**config.mk**
```make
export PLATFORM = sky130hd
export DESIGN_NAME = sll_iter_flat
export DESIGN_NICKNAME = d
export VERILOG_FILES = /design/src/rtl/sll_iter_pkg.sv /design/src/rtl/sll_iter_if.sv /design/src/rtl/sll_iter.sv /design/src/flat_wrapper.sv
export SDC_FILE = /design/constraint.sdc
export NUM_CORES = 1
export LEC_CHECK = 0
export ABC_AREA = 1
export CELL_PAD_IN_SITES_DETAIL_PLACEMENT = 1
export CELL_PAD_IN_SITES_GLOBAL_PLACEMENT = 1
export CORE_UTILIZATION = 23
export CTS_CLUSTER_SIZE = 20
export DETAILED_ROUTE_END_ITERATION = 8
export PLACE_DENSITY = 0.74
export SYNTH_ARGS = -nofsm -noshare
export SYNTH_HDL_FRONTEND = slang
export SYNTH_SLANG_ARGS = --single-unit
```
**constraint.sdc**
```tcl
create_clock -name clk -period 1.1 [get_ports clk]
set_clock_uncertainty 0.1 [all_clocks]
set_input_delay 0.22 -clock clk [delete_from_list [all_inputs] [get_ports clk]]
set_output_delay 0.22 -clock clk [all_outputs]
set_load 0.1 [all_outputs]
```
**src/rtl/sll_iter_pkg.sv**
```systemverilog
// Shared types and widths for the iterative logical-left shifter.
package sll_iter_pkg;

  localparam int unsigned DATA_W  = 32;
  localparam int unsigned SHAMT_W = 5;

  typedef enum logic [1:0] {
    IDLE  = 2'd0,
    SHIFT = 2'd1,
    DONE  = 2'd2
  } state_e;

endpackage : sll_iter_pkg

```
**src/rtl/sll_iter_if.sv**
```systemverilog
// Request/response bundle for sll_iter: operands in, busy/done/result out.
interface sll_iter_if;
  import sll_iter_pkg::*;

  logic              start;
  logic [DATA_W-1:0] a;
  logic [DATA_W-1:0] b;
  logic              busy;
  logic              done;
  logic [DATA_W-1:0] result;

  modport master (
    output start, a, b,
    input  busy, done, result
  );

  modport slave (
    input  start, a, b,
    output busy, done, result
  );

endinterface : sll_iter_if

```
**src/rtl/sll_iter.sv**
```systemverilog
// Multi-cycle logical left shifter: one bit position per clock, done pulses
// for one cycle and the result holds until the next accepted request.
module sll_iter
  import sll_iter_pkg::*;
(
  input  logic       clk,
  input  logic       rst_n,
  sll_iter_if.slave  bus
);

  state_e               state_q, state_d;
  logic [DATA_W-1:0]    sreg_q, sreg_d;
  logic [SHAMT_W-1:0]   cnt_q, cnt_d;

  // Upper shift-amount bits are architecturally ignored.
  logic unused_b_hi;
  assign unused_b_hi = ^bus.b[DATA_W-1:SHAMT_W];

  always_ff @(posedge clk) begin
    if (!rst_n) begin
      state_q <= IDLE;
      sreg_q  <= '0;
      cnt_q   <= '0;
    end else begin
      state_q <= state_d;
      sreg_q  <= sreg_d;
      cnt_q   <= cnt_d;
    end
  end

  always_comb begin
    state_d = state_q;
    sreg_d  = sreg_q;
    cnt_d   = cnt_q;
    unique case (state_q)
      IDLE: begin
        if (bus.start) begin
          sreg_d  = bus.a;
          cnt_d   = bus.b[SHAMT_W-1:0];
          state_d = (bus.b[SHAMT_W-1:0] != '0) ? SHIFT : DONE;
        end
      end
      SHIFT: begin
        sreg_d = {sreg_q[DATA_W-2:0], 1'b0};
        cnt_d  = cnt_q - SHAMT_W'(1);
        if (cnt_q == SHAMT_W'(1)) begin
          state_d = DONE;
        end
      end
      DONE: begin
        state_d = IDLE;
      end
      default: begin
        state_d = IDLE;
      end
    endcase
  end

  // Outputs come straight from registers, so no input reaches them combinationally.
  assign bus.busy   = (state_q != IDLE);
  assign bus.done   = (state_q == DONE);
  assign bus.result = sreg_q;

endmodule : sll_iter

```
**src/flat_wrapper.sv**
```systemverilog
// flat-port wrapper written by rule: the top's interface ports become plain ports
module sll_iter_flat import sll_iter_pkg::*;
  (clk, rst_n, bus_start, bus_a, bus_b, bus_busy, bus_done, bus_result);
  sll_iter_if bus_i ();
  input  logic clk;
  input  logic rst_n;
  input wire logic [$bits(bus_i.start)-1:0] bus_start;
  input wire logic [$bits(bus_i.a)-1:0] bus_a;
  input wire logic [$bits(bus_i.b)-1:0] bus_b;
  output wire logic [$bits(bus_i.busy)-1:0] bus_busy;
  output wire logic [$bits(bus_i.done)-1:0] bus_done;
  output wire logic [$bits(bus_i.result)-1:0] bus_result;
  assign bus_i.start = bus_start;
  assign bus_i.a = bus_a;
  assign bus_i.b = bus_b;
  assign bus_busy = bus_i.busy;
  assign bus_done = bus_i.done;
  assign bus_result = bus_i.result;
  sll_iter u_core (.clk(clk), .rst_n(rst_n), .bus(bus_i));
endmodule
```
Yosys cells after proc, flatten, opt, wreduce, memory -nomap -nowiden
Index checks and enable logic that the tools add are counted. Widths: inputs -> output; s select.

Register bits: 39. Input bits: 67. Output and inout port bits: 34. Word-level logic and storage cells: 23.

$add $sub $neg: 1. Equal/unequal tests: 5. Mux-type cells: 8. Reduce and logical (&&, ||, !) cells: 6.

Operator list (number): $pmux 32 s2 (1); $mux 32 (1); $pmux 5 s2 (1); $mux 2 (3); $eq 5x1->1 const B (1); $mux 5 (1); $reduce_bool 5->1 (1); $sub 5x1->5 const B (1); $pmux 2 s2 (1); $reduce_and 2->1 (2); $reduce_bool 2->1 (2); $eq 2x1->1 const B (1); $eq 2x2->1 const B (1); $logic_not 2->1 (1); $ne 2x1->1 const B (1); $ne 2x2->1 const B (1).

Depth between registers and ports, before layout
Depth in word-level cells: 4. Gate-level depth with buffers: 8. Gate-level depth less buffers: 7.

Worst setup path after synthesis
OpenSTA, ideal clock, no wires.

Path kind: register -> output. Start point: register u_core.state_q[1]. End point: output port bus_done. Data arrival time: 1.681 ns. Data required time: 0.780 ns. Setup slack: -0.901 ns. Cell stages (with the launch flop): 3. Path buffers: 0. Cell sequence: dfxtp_1 inv_2 nor2_1.

Longest elaborated chain between the ends: 1.

Ends and longest elaborated chain: from (decl) (RTL line sll_iter.sv:11) `state_e state_q, state_d;`; from (signal assigned) (RTL line sll_iter.sv:25) `state_q <= state_d;`; $eq 2x2->1 (RTL line sll_iter.sv:61) `assign bus.done = (state_q == DONE);`; to (decl) (RTL line flat_wrapper.sv:11) `output wire logic [$bits(bus_i.done)-1:0] bus_done;`.

No other way between the ends.

Worst setup path after layout
Same ends and word-level chain as after synthesis.

==> metrics.md <==
| Metric | Value |
|---|---|
| DR vias/cell | `between 4 and 5` |
| Clock Latency Late Sink | `0.29 ns` |
| Yosys warning count | `0` |
| Total CTS buffers | `5` |
| Final setup fails | `73` |
| Slew margin rel. | `0.778` |
| Placement Setup Slack | `-0.469 ns` |
| Die width | `90.6 um` |
| Max Clk Rate | `slightly above 0.7 GHz` |
| Grt ovf | `0` |
| Dpl cells | `between 400 and 500` |
| Hold Fails Final Rpt | `0` |
| DRT Pass-1 Iters | `4` |
| Slowest stage delay, CP | `between 0.3 and 0.4 ns` |
| Slowest cell on crit path | `dfxtp_4` |
| First-pass GRT wire length | `10.8 mm` |
| Max_cap viols | `0` |
| Worst-path maximum fanout | `3` |
| CP Class | `register to output pin` |
| Mapped Cells | `248` |
| Most frequent cells in the layout | `nand2_1, clkdlybuf4s50_1, buf_12` |
| Fin cells | `about 460` |
| Hold path depth | `3` |
| Sequential fraction of the synthesis area | `0.433` |
| Data arrival time of the critical path | `1.09 ns` |
| CTS tree | `done` |
| R2R cell count | `5` |
| Setup crit end kind | `output pin` |
| Yosys reg bits | `39` |
| Layout area overhead | `99.7%` |
| Adder-cell share of the synthesized area | `0.0139` |
| CTS Root Cell | `clkbuf_8` |
| Status | `finished, violations left` |
| Clk sink count | `39` |
| Commonest non-fill, non-tap cell in the layout | `nand2_1` |
| Tmin final | `1.41 ns` |
| PortBufs | `73` |
| Final-report max-slew violation count | `0` |
| FILL cells | `848` |
| Violated checks | `negative setup slack` |
| RSZ-0062 raised after global routing | `yes` |
| Setup crit start kind | `register` |
| Total die area | `8200 um2` |
| Post-synthesis mux area share | `0` |
| Post-CTS Hold Fix Bufs | `0` |
| Core outline area | `about 7400 um2` |
| Largest net degree at the start of global routing | `36` |
| DRC Markers | `0` |
| Initial Utilization | `0.244` |
| Syn avg cell area | `between 7 and 8 um2` |
| H-tree lvl count | `2` |
| ANT cells | `0` |
| Power Density | `1610 nW/um2` |
| IO Count | `between 100 and 150` |
| CTS clk-pin slew, worst paths | `~0.08 ns` |
| Critical Path RT | `slightly below 0.8 ns` |
| Simple-gate share of the synthesized area | `0.228` |
| Final WL | `roughly 6.5 mm` |
| CTS Buffer Depth | `2` |
| Final period util | `1.28` |
| Drt wl/cell | `between 10 and 15 um` |
| Hpwl dp | `between 4 and 5 mm` |
| Tot GR Track Use | `0.162` |
| Vias in the first global route | `between 2000 and 2500` |
| Actual slew at the worst max-slew pin | `roughly 0.33 ns` |
| Initial drt markers | `between 50 and 60` |
| Initial antenna violation count | `0` |
| Compound-Gate Fraction of Synth Area | `0.232` |
| R2r setup slk | `-0.28 ns` |
| Row count | `31` |
| Vias | `2135` |
| Largest family of logic cells by synthesized area | `compound AO/OA/AOI/OAI gates` |
| Post-synthesis xor/xnor area fraction | `0` |
| Final Wtd Congestion | `slightly below 0.8` |
| Net Count, Synth | `317` |
| Die span in y | `about 91 um` |
| Leak Pwr | `1.50 nW` |
| Nets@finish | `around 430` |
| Mapped cell area | `between 1500 and 2000 um2` |
| ANT nets after route | `0` |
| Final WS setup | `-0.306 ns` |
| Share of cells above drive strength 1 | `0.386` |
| HP Class | `primary input to register` |
| Distinct cells, synth | `21` |
| CP Cell Sequence | `inv_4 -> buf_6 -> nor2_4 -> buf_12` |
| Worst vdd ir | `548 uV` |
==> sequential cells by signal, summed over array words and instances (netlist names) <==
name / count
u_core.state_q: 2
u_core.cnt_q: 5
u_core.bus.result: 32
==> routing by layer <==
layer / GRT usage / up-vias / wire length [um]
met2: 0.294 / 57 / 3370
met5: 0 / - / 0
li1: - / 1055 / -
met4: 0.0282 / 0 / 45
met1: 0.196 / 1017 / 2800
met3: 0.0379 / 6 / 277
==> power breakdown <==
group / switching, mW / internal, mW
combinational: 1.72 / 1.19
sequential: 0.194 / 1.61
clock: 0.522 / 0.573
==> synth_stat cells (all sizes together) <==
cell type  count  area, um2
ha             2       25.0
a31oi         32        200
o21ai         35        175
buf           12        101
o211ai         1       7.51
o21a           1       7.51
nand2         86        325
dfxtp         39        781
clkbuf         5       21.3
nor2          11       48.8
nand3          6       30.0
inv           12       45.1
a21oi          5       28.8
nor3b          1       7.51
==> repair_timing <==
action | CTS | global route
setup endpoints to repair | 73 | 73
pin swaps | 2 | 0
buffers inserted | 27 | 0
gates resized for setup | 24 | 16
cloned | 1 | 0
==> cell families after synthesis <==
logic type / count (synthesis)
AO/OA/AOI/OAI: 74
flip-flops: 39
adder cells (fa/ha/maj): 2
buffers and inverters: 29
AND/OR/NAND/NOR: 104
==> cell type report <==
| type | count | area [um2] | share of cell area |
|---|---|---|---|
| clock buffers | 7 | 96.3 | 0.0267 |
| flip-flops and latches | 39 | 878 | 0.244 |
| clock inverters | 1 | 6.26 | 0.00174 |
| multi-input cells | 180 | 907 | 0.252 |
| inverters | 12 | 52.6 | 0.0146 |
| repair buffers | 121 | 1540 | 0.427 |
| well taps | 99 | 124 | 0.0344 |
==> metrics by stage <==
stage	instance area, um2	util	setup TNS, ns	power (mW)	hold WS [ns]
final	3600	0.486	-10.91	5.81	0.386
after global routing	3600	0.486	-14.63	6.07	0.395
after CTS	3590	0.485	-11.40	5.85	0.385
after detailed placement	3180	0.429	-15.64	4.48	0.395
after global placement	3180	0.429	-14.15	4.42	0.381
after floorplan	1930	-	-1.13	3.42	0.241
==> path summary, 6_finish.rpt <==
path	from	end
setup reg to reg	u_core.state_q[0]$_SDFFE_PN0P_	u_core.bus.result[10]$_SDFFE_PN0P_
hold / removal	bus_a[0]	u_core.bus.result[0]$_SDFFE_PN0P_
setup / recovery	u_core.state_q[1]$_SDFFE_PN0P_	bus_done
hold reg to reg	u_core.bus.result[28]$_SDFFE_PN0P_	u_core.bus.result[29]$_SDFFE_PN0P_
==> worst max-delay path, delay by kind of cell (launching register included) <==
family | cells | cell delay (ns)
simple gates | 1 | 0.09
buf+inv | 3 | 0.34
flops | 1 | 0.37
Power figures use the tool's default switching activity.
